--- config.mk ---
export PLATFORM = sky130hd
export DESIGN_NAME = instruction_sequencer
export DESIGN_NICKNAME = d
export VERILOG_FILES = /design/src/rtl/instruction_sequencer.sv
export SDC_FILE = /design/constraint.sdc
export NUM_CORES = 1
export LEC_CHECK = 0
export CORE_MARGIN = 2
export CORE_UTILIZATION = 47
export CTS_CLUSTER_DIAMETER = 150
export DETAILED_ROUTE_END_ITERATION = 10
export GPL_TIMING_DRIVEN = 0
export HOLD_SLACK_MARGIN = 0.08
export PLACE_DENSITY = 0.82
export SYNTH_ARGS = -nofsm -noshare
export SYNTH_HDL_FRONTEND = slang
export SYNTH_SLANG_ARGS = --single-unit
--- constraint.sdc ---
create_clock -name clock -period 2.5 [get_ports clock]
set_input_delay 0.25 -clock clock [delete_from_list [all_inputs] [get_ports clock]]
set_output_delay 0.25 -clock clock [all_outputs]
set_load 0.05 [all_outputs]
--- src/rtl/instruction_sequencer.sv ---
// instruction_sequencer
// Fetch/decode/execute control FSM for the 8-bit register datapath.
// Drives the register select, write enable, A-load source, ALU function and
// buffer strobe, and owns the program counter used as the memory address.
// Memory reads use a mem_ready handshake with a bounded wait; a timeout
// parks the machine in HALT with a sticky fault flag.

module instruction_sequencer #(
    parameter int PC_W    = 8,
    parameter int TIMEOUT = 15
) (
    input  logic            clock,
    input  logic            reset,
    input  logic            start,
    input  logic            mem_ready,
    input  logic [7:0]      instr,
    output logic            mem_req,
    output logic [PC_W-1:0] mem_addr,
    output logic [1:0]      seletor,
    output logic            enable,
    output logic            variacao2,
    output logic [1:0]      alu_op,
    output logic            buf_load,
    output logic            busy,
    output logic            halted,
    output logic            fault
);

    typedef enum logic [3:0] {
        S_IDLE   = 4'd0,
        S_FETCH  = 4'd1,
        S_LOADI  = 4'd2,
        S_DECODE = 4'd3,
        S_OPER   = 4'd4,
        S_LOADA  = 4'd5,
        S_LOADB  = 4'd6,
        S_EXEC   = 4'd7,
        S_HALT   = 4'd8
    } state_t;

    // Register-select codes on the datapath
    localparam logic [1:0] SEL_A   = 2'd0;
    localparam logic [1:0] SEL_B   = 2'd1;
    localparam logic [1:0] SEL_IR  = 2'd2;
    localparam logic [1:0] SEL_BUF = 2'd3;

    // Opcodes in instr[7:6]
    localparam logic [1:0] OP_LDA = 2'b00;
    localparam logic [1:0] OP_LDB = 2'b01;
    localparam logic [1:0] OP_ALU = 2'b10;

    // Wait count value at which one more idle memory cycle means timeout
    localparam logic [7:0]      WAIT_LAST = 8'(TIMEOUT - 1);
    localparam logic [PC_W-1:0] PC_ONE    = PC_W'(1);

    state_t          r_state;
    state_t          w_state_nxt;
    logic [PC_W-1:0] r_pc;
    logic [7:0]      r_wait;
    logic            r_fault;
    logic [1:0]      r_seletor;
    logic [1:0]      w_sel_nxt;
    logic            w_pc_inc;
    logic            w_fault_set;
    logic            w_waiting;
    logic            w_wait_last;
    logic [1:0]      w_opcode;
    logic            w_unused_instr;

    assign w_opcode       = instr[7:6];
    assign w_unused_instr = ^instr[3:0];

    // Only FETCH and OPER wait on memory; the last wait cycle is the one
    // where the counter has already seen TIMEOUT-1 idle cycles.
    assign w_waiting   = (r_state == S_FETCH) || (r_state == S_OPER);
    assign w_wait_last = !mem_ready && (r_wait == WAIT_LAST);

    assign mem_addr = r_pc;
    assign seletor  = r_seletor;
    assign fault    = r_fault;

    // State register
    always_ff @(posedge clock) begin
        if (reset) begin
            r_state <= S_IDLE;
        end else begin
            r_state <= w_state_nxt;
        end
    end

    // Next-state decision and Moore outputs of the current state
    always_comb begin
        w_state_nxt = r_state;
        w_pc_inc    = 1'b0;
        w_fault_set = 1'b0;
        mem_req     = 1'b0;
        enable      = 1'b0;
        variacao2   = 1'b0;
        alu_op      = 2'b00;
        buf_load    = 1'b0;
        busy        = 1'b1;
        halted      = 1'b0;

        case (r_state)
            S_IDLE: begin
                busy = 1'b0;
                if (start) begin
                    w_state_nxt = S_FETCH;
                end
            end
            S_FETCH: begin
                mem_req = 1'b1;
                if (mem_ready) begin
                    w_state_nxt = S_LOADI;
                end else if (w_wait_last) begin
                    w_state_nxt = S_HALT;
                    w_fault_set = 1'b1;
                end
            end
            S_LOADI: begin
                enable      = 1'b1;
                w_pc_inc    = 1'b1;
                w_state_nxt = S_DECODE;
            end
            S_DECODE: begin
                case (w_opcode)
                    OP_LDA:  w_state_nxt = S_OPER;
                    OP_LDB:  w_state_nxt = S_LOADB;
                    OP_ALU:  w_state_nxt = S_EXEC;
                    default: w_state_nxt = S_HALT;
                endcase
            end
            S_OPER: begin
                mem_req   = 1'b1;
                variacao2 = 1'b1;
                if (mem_ready) begin
                    w_state_nxt = S_LOADA;
                end else if (w_wait_last) begin
                    w_state_nxt = S_HALT;
                    w_fault_set = 1'b1;
                end
            end
            S_LOADA: begin
                enable      = 1'b1;
                variacao2   = 1'b1;
                w_pc_inc    = 1'b1;
                w_state_nxt = S_FETCH;
            end
            S_LOADB: begin
                enable      = 1'b1;
                w_state_nxt = S_FETCH;
            end
            S_EXEC: begin
                alu_op      = instr[5:4];
                buf_load    = 1'b1;
                w_state_nxt = S_FETCH;
            end
            S_HALT: begin
                busy   = 1'b0;
                halted = 1'b1;
            end
            default: begin
                w_state_nxt = S_IDLE;
            end
        endcase
    end

    // Select code for the state being entered; IDLE and HALT keep the last one
    always_comb begin
        w_sel_nxt = r_seletor;
        case (w_state_nxt)
            S_FETCH, S_LOADI, S_DECODE: w_sel_nxt = SEL_IR;
            S_OPER, S_LOADA:            w_sel_nxt = SEL_A;
            S_LOADB:                    w_sel_nxt = SEL_B;
            S_EXEC:                     w_sel_nxt = SEL_BUF;
            default:                    w_sel_nxt = r_seletor;
        endcase
    end

    // Registered select so it lines up with the registered state
    always_ff @(posedge clock) begin
        if (reset) begin
            r_seletor <= SEL_A;
        end else begin
            r_seletor <= w_sel_nxt;
        end
    end

    // Program counter: advances leaving LOADI and LOADA, wraps silently
    always_ff @(posedge clock) begin
        if (reset) begin
            r_pc <= '0;
        end else if (w_pc_inc) begin
            r_pc <= r_pc + PC_ONE;
        end
    end

    // Memory wait counter: counts idle cycles in FETCH/OPER, zero elsewhere,
    // so every entry into a wait state starts from zero
    always_ff @(posedge clock) begin
        if (reset) begin
            r_wait <= '0;
        end else if (w_waiting && !mem_ready && !w_wait_last) begin
            r_wait <= r_wait + 8'd1;
        end else begin
            r_wait <= '0;
        end
    end

    // Sticky timeout flag, cleared only by reset
    always_ff @(posedge clock) begin
        if (reset) begin
            r_fault <= 1'b0;
        end else if (w_fault_set) begin
            r_fault <= 1'b1;
        end
    end

endmodule

# Yosys cells after proc, flatten, opt, wreduce, memory -nomap -nowiden
# Cells that the tools add are included.
[word_totals]
ff_bits = 23
word_cells = 62
[op_classes]
addsub = 2
eq_ne = 18
muxes = 18
bitwise = 1
reduce_logical = 18
[op_table]
columns = ["cell", "n"]
rows = [
  ["$eq 4x3->1 const B", 8],
  ["$pmux 4 s7", 1],
  ["$add 8x1->8 const B", 2],
  ["$eq 4x2->1 const B", 4],
  ["$mux 4", 4],
  ["$pmux 4 s3", 1],
  ["$reduce_or 2->1", 6],
  ["$mux 1", 10],
  ["$reduce_or 3->1", 3],
  ["$eq 4x1->1 const B", 2],
  ["$eq 8x4->1 const B", 1],
  ["$pmux 2 s4", 1],
  ["$eq 4x4->1 const B", 1],
  ["$logic_not 4->1", 1],
  ["$reduce_bool 4->1", 1],
  ["$logic_and 1x1->1", 3],
  ["$eq 2x1->1 const B", 1],
  ["$eq 2x2->1 const B", 1],
  ["$logic_not 1->1", 2],
  ["$logic_not 2->1", 1],
  ["$mux 2", 1],
  ["$logic_or 1x1->1", 1],
  ["$not 1->1", 1],
]

# Depth between registers and ports, before layout
[logic_depth]
ltp_word = 8
mapped_depth = 7

# Least setup slack after synthesis
# No wires, ideal clock.
[synth_timing]
path_kind = "reg2reg"
startpoint = "reg r_state[0]"
endpoint = "reg r_seletor[1] (netlist: seletor[1])"
setup_ns = 0.119
arrival_time_ns = 2.354
required_ns = 2.381
setup_slack_ns = 0.027
path_stages_with_launch = 7
path_buffers = 1
synth_period_minus_slack_ns = 2.473
cell_sequence = "dfxtp_1 buf_2 or3_1 nor2_1 a221oi_1 a21boi_1 o221a_1"
[synth_via]
elab_chain_len = 6
elab_cells_between_ends = 26
cone_classes = "15 x eq/ne; 6 x mux; 5 x reduce/logical"
[synth_rtl]
columns = ["item", "line_no", "source"]
rows = [
  ["start, declared", "56", "state_t r_state;"],
  ["start signal, assigned", "87", "r_state <= w_state_nxt;"],
  ["$eq 4x3->1 / $mux 4 (equally long branches)", "104, 115, 138", ""],
  ["$reduce_or 3->1 (no source line), or another cell as far along", "n/a", ""],
  ["$pmux 4 s7 *", "104", "case (r_state)"],
  ["$eq 4x1->1, or another cell as far along", "171", "case (w_state_nxt)"],
  ["$reduce_or 3->1 / $reduce_or 2->1 (equally long branches)", "171", ""],
  ["$pmux 2 s4 / $reduce_bool 4->1 (equally long branches)", "n/a", ""],
  ["end signal, assigned", "185", "r_seletor <= w_sel_nxt;"],
  ["end, declared", "61", "logic [1:0] r_seletor;"],
]
# Mark *: on every way between the ends. The rest lies on a longest branch, timed or not.
# A chain may end at the register's enable or synchronous reset.

# Worst setup path in the final report
[layout_timing]
startpoint = "reg r_state[0]"
endpoint = "out alu_op[1]"
[layout_via]
elab_chain_len = 2
[layout_rtl]
columns = ["item", "line_no", "source"]
rows = [
  ["$eq 4x3->1", "104", ""],
  ["$mux 2", "104", ""],
  ["end, declared", "22", "output logic [1:0] alu_op,"],
]
# Every way passes these cells.

==> results.txt <==
status -> completed
worst endpoint required time -> 2250 ps
via/cell ratio -> 5.52
chip height -> 53.2 µm
post-cts sizing count -> 0
Crit path arrival time -> 2180 ps
antenna viol nets, final -> 0
YS warnings -> 0
setup TNS -> 0 ps
Power Dens Cells -> 467 nW/µm²
first-pass GRT wire length -> 4200 µm
final worst slack -> 74.4 ps
max_slew headroom -> 65.7%
H-tree depth -> 1
Util after Layout -> 64.8%
Mapped Area -> 1140 µm²
CTS tree -> built
Clock Latency Late Sink -> 320 ps
CTS Buf Count -> 3
post-synthesis compound-gate area fraction -> 8.34%
number of diodes -> 0
GRT Util Overall -> 20.2%
clock buffer depth -> 2
number of fill cells -> 211
Worst setup EP type -> output pin
maximum fanout along the worst path -> 10
Synth Area in Simple Gates -> 28.0%
XOR/XNOR Fraction of Synth Area -> 10.8%
Die ar. -> 2840 µm²
DR iter-0 viols -> 19
largest net degree at the start of global routing -> 14
Clock transition at path regs -> 130 ps
final instance area -> 1460 µm²
quantity of hold-fixing buffers added after cts -> 0
final net count -> 178
worst slew pin tran -> 511 ps
minimum clock period -> 2430 ps
DR top layer -> met4
dpl ws -> 393 ps
largest family of logic cells by synthesized area -> simple AND/OR/NAND/NOR gates
final setup fails -> 0
Top Ports -> 31
Async SR Flop Fraction -> 0%
Placed Area -> 1430 µm²
core area -> 2250 µm²
CTS root buf -> clkbuf_4
WL final -> 2510 µm
Initial Utilization -> 50.6%
RePlAce Congestion -> 0.836
crit start category -> flop
Slew Limit Fails -> 0
Mapped Nets -> 148
number of global-route vias before repair -> 1021
met2 routed WL -> 1170 µm
syn_area_per_cell -> 8.70 µm²
die width -> 53.2 µm
CTS sink cnt -> 23
Adder-Cell Fraction of Synth Area -> 5.49%
ys flop type -> dfxtp_1
setup bufs post-CTS -> 0
Post-synth EDFFs -> 0
clock skew -> 4.27 ps
Pre-Repair DR Iteration Count -> 4
final hold viol count -> 0
unrepaired setup endpoints after global routing -> no
layout cell share with drive strength beyond 1 -> 7.50%
Hold Path Class -> input port to flop
post-synthesis mux area share -> 2.20%
Netlist cell types -> 35
via count -> 1038
Cells after Synth -> 131
DRC viols -> 0
Hold WS -> 267 ps
area grow syn2layout -> 28.1%
CP Class -> flop to output pin
#FFs+latches synth -> 23
Avg WL per Cell -> 13.4 µm
Worst IR Drop VDD -> 0.390 mV
# rows -> 17
Leak -> 0.000610 µW
Detailed Place HPWL -> 1880 µm
Max Fclk -> 412 MHz
PortBufs -> 25
M1 WL -> 1140 µm
Max-Cap Viols -> 0
sequential share of the synthesized area -> 40.4%
met3 wire len -> 146 µm
Final Cycle Share -> 97.0%
Congestion Overflow GR -> 0
initial antenna violation count -> 0
==> layout by cell type, fill, tap and decap left out, types with 2 or more instances in the layout <==
| master | instances |
|---|---|
| dlymetal6s2s_1 | 3 |
| xor2_1 | 9 |
| clkbuf_1 | 3 |
| nand3_1 | 4 |
| nor4_1 | 2 |
| clkdlybuf4s50_1 | 22 |
| nor3b_1 | 2 |
| buf_2 | 2 |
| dfxtp_1 | 23 |
| nor2_1 | 27 |
| and2_1 | 2 |
| xnor2_1 | 5 |
| nand2b_1 | 2 |
| inv_1 | 6 |
| a21oi_1 | 4 |
| nand4_1 | 5 |
| clkbuf_4 | 3 |
| nand2_1 | 6 |
| a221oi_1 | 2 |
| ha_1 | 5 |
| a31oi_1 | 2 |
| and3_1 | 4 |
==> registers in the layout, indices dropped and copies added, names as in the netlist <==
| register | count |
|---|---|
| mem_addr | 8 |
| fault | 1 |
| r_state | 4 |
| seletor | 2 |
| r_wait | 8 |
==> per-layer routing <==
metal / vias up / global-route usage [%]
met1: 488 / 23.7
met4: 0 / 14.1
met2: 34 / 33.5
li1: 509 / -
met5: - / 0
met3: 7 / 2.54
==> synth_stat cells (3+ instances only) <==
master,count,share of area [%]
dfxtp_1,23,40
nand4_1,5,2.7
and3_1,4,2.2
nor2_1,27,8.9
xnor2_1,5,3.8
nand3_1,4,1.8
a21oi_1,4,1.8
nand2_1,6,2.0
inv_1,6,2.0
clkbuf_1,3,0.99
xor2_1,9,6.9
ha_1,5,5.5
==> critical path, cell delays in order (launching register included) <==
cell and delay (ps):
dfxtp_1 390, buf_2 220, and3_1 270, and3_1 180, clkdlybuf4s50_1 800
==> kinds of logic (layout without fill, tap and decap cells) <==
| group | count (synthesis) | in the layout |
|---|---|---|
| fa+ha+maj | 5 | 5 |
| mux | 2 | 2 |
| simple gates | 62 | 62 |
| compound gates | 13 | 13 |
| xor+xnor | 14 | 14 |
| buf+inv | 12 | 41 |
| flops | 23 | 23 |
==> path summary, 6_finish.rpt <==
| check | start | endpoint | slack [ps] | cells past startpoint |
|---|---|---|---|---|
| worst max register to register | r_state[1] | mem_addr[7] | 450 | 6 |
| worst min-delay path | reset | r_state[3] | 270 | 2 |
| worst max-delay path | r_state[0] | alu_op[1] | 70 | 4 |
| worst min register to register | fault | fault | 490 | 2 |
==> report_power, final <==
group / internal, µW / total, µW / switching [µW]
Sequential: 374 / 381 / 6.50
Combinational: 49.3 / 126 / 77.0
Clock: 59.9 / 175 / 115
Total: 483 / 682 / 198
==> per-stage QoR <==
step	power (µW)	instances
after global placement	510	184
final	682	188
after floorplan	472	131
after detailed placement	514	184
after global routing	707	188
after CTS	687	188
==> cell type report <==
cell class                 instances  area (µm²)  area share (%)
multi-input combinational         96         624            42.8
sequential                        23         460            31.5
clock inverter                     1        5.00           0.343
buffer                             6        32.5            2.23
clock buffer                       3        22.5            1.54
tap                               28        35.0            2.40
timing repair buffer              25         258            17.7
inverter                           6        22.5            1.54
Power figures use the tool's default switching activity.
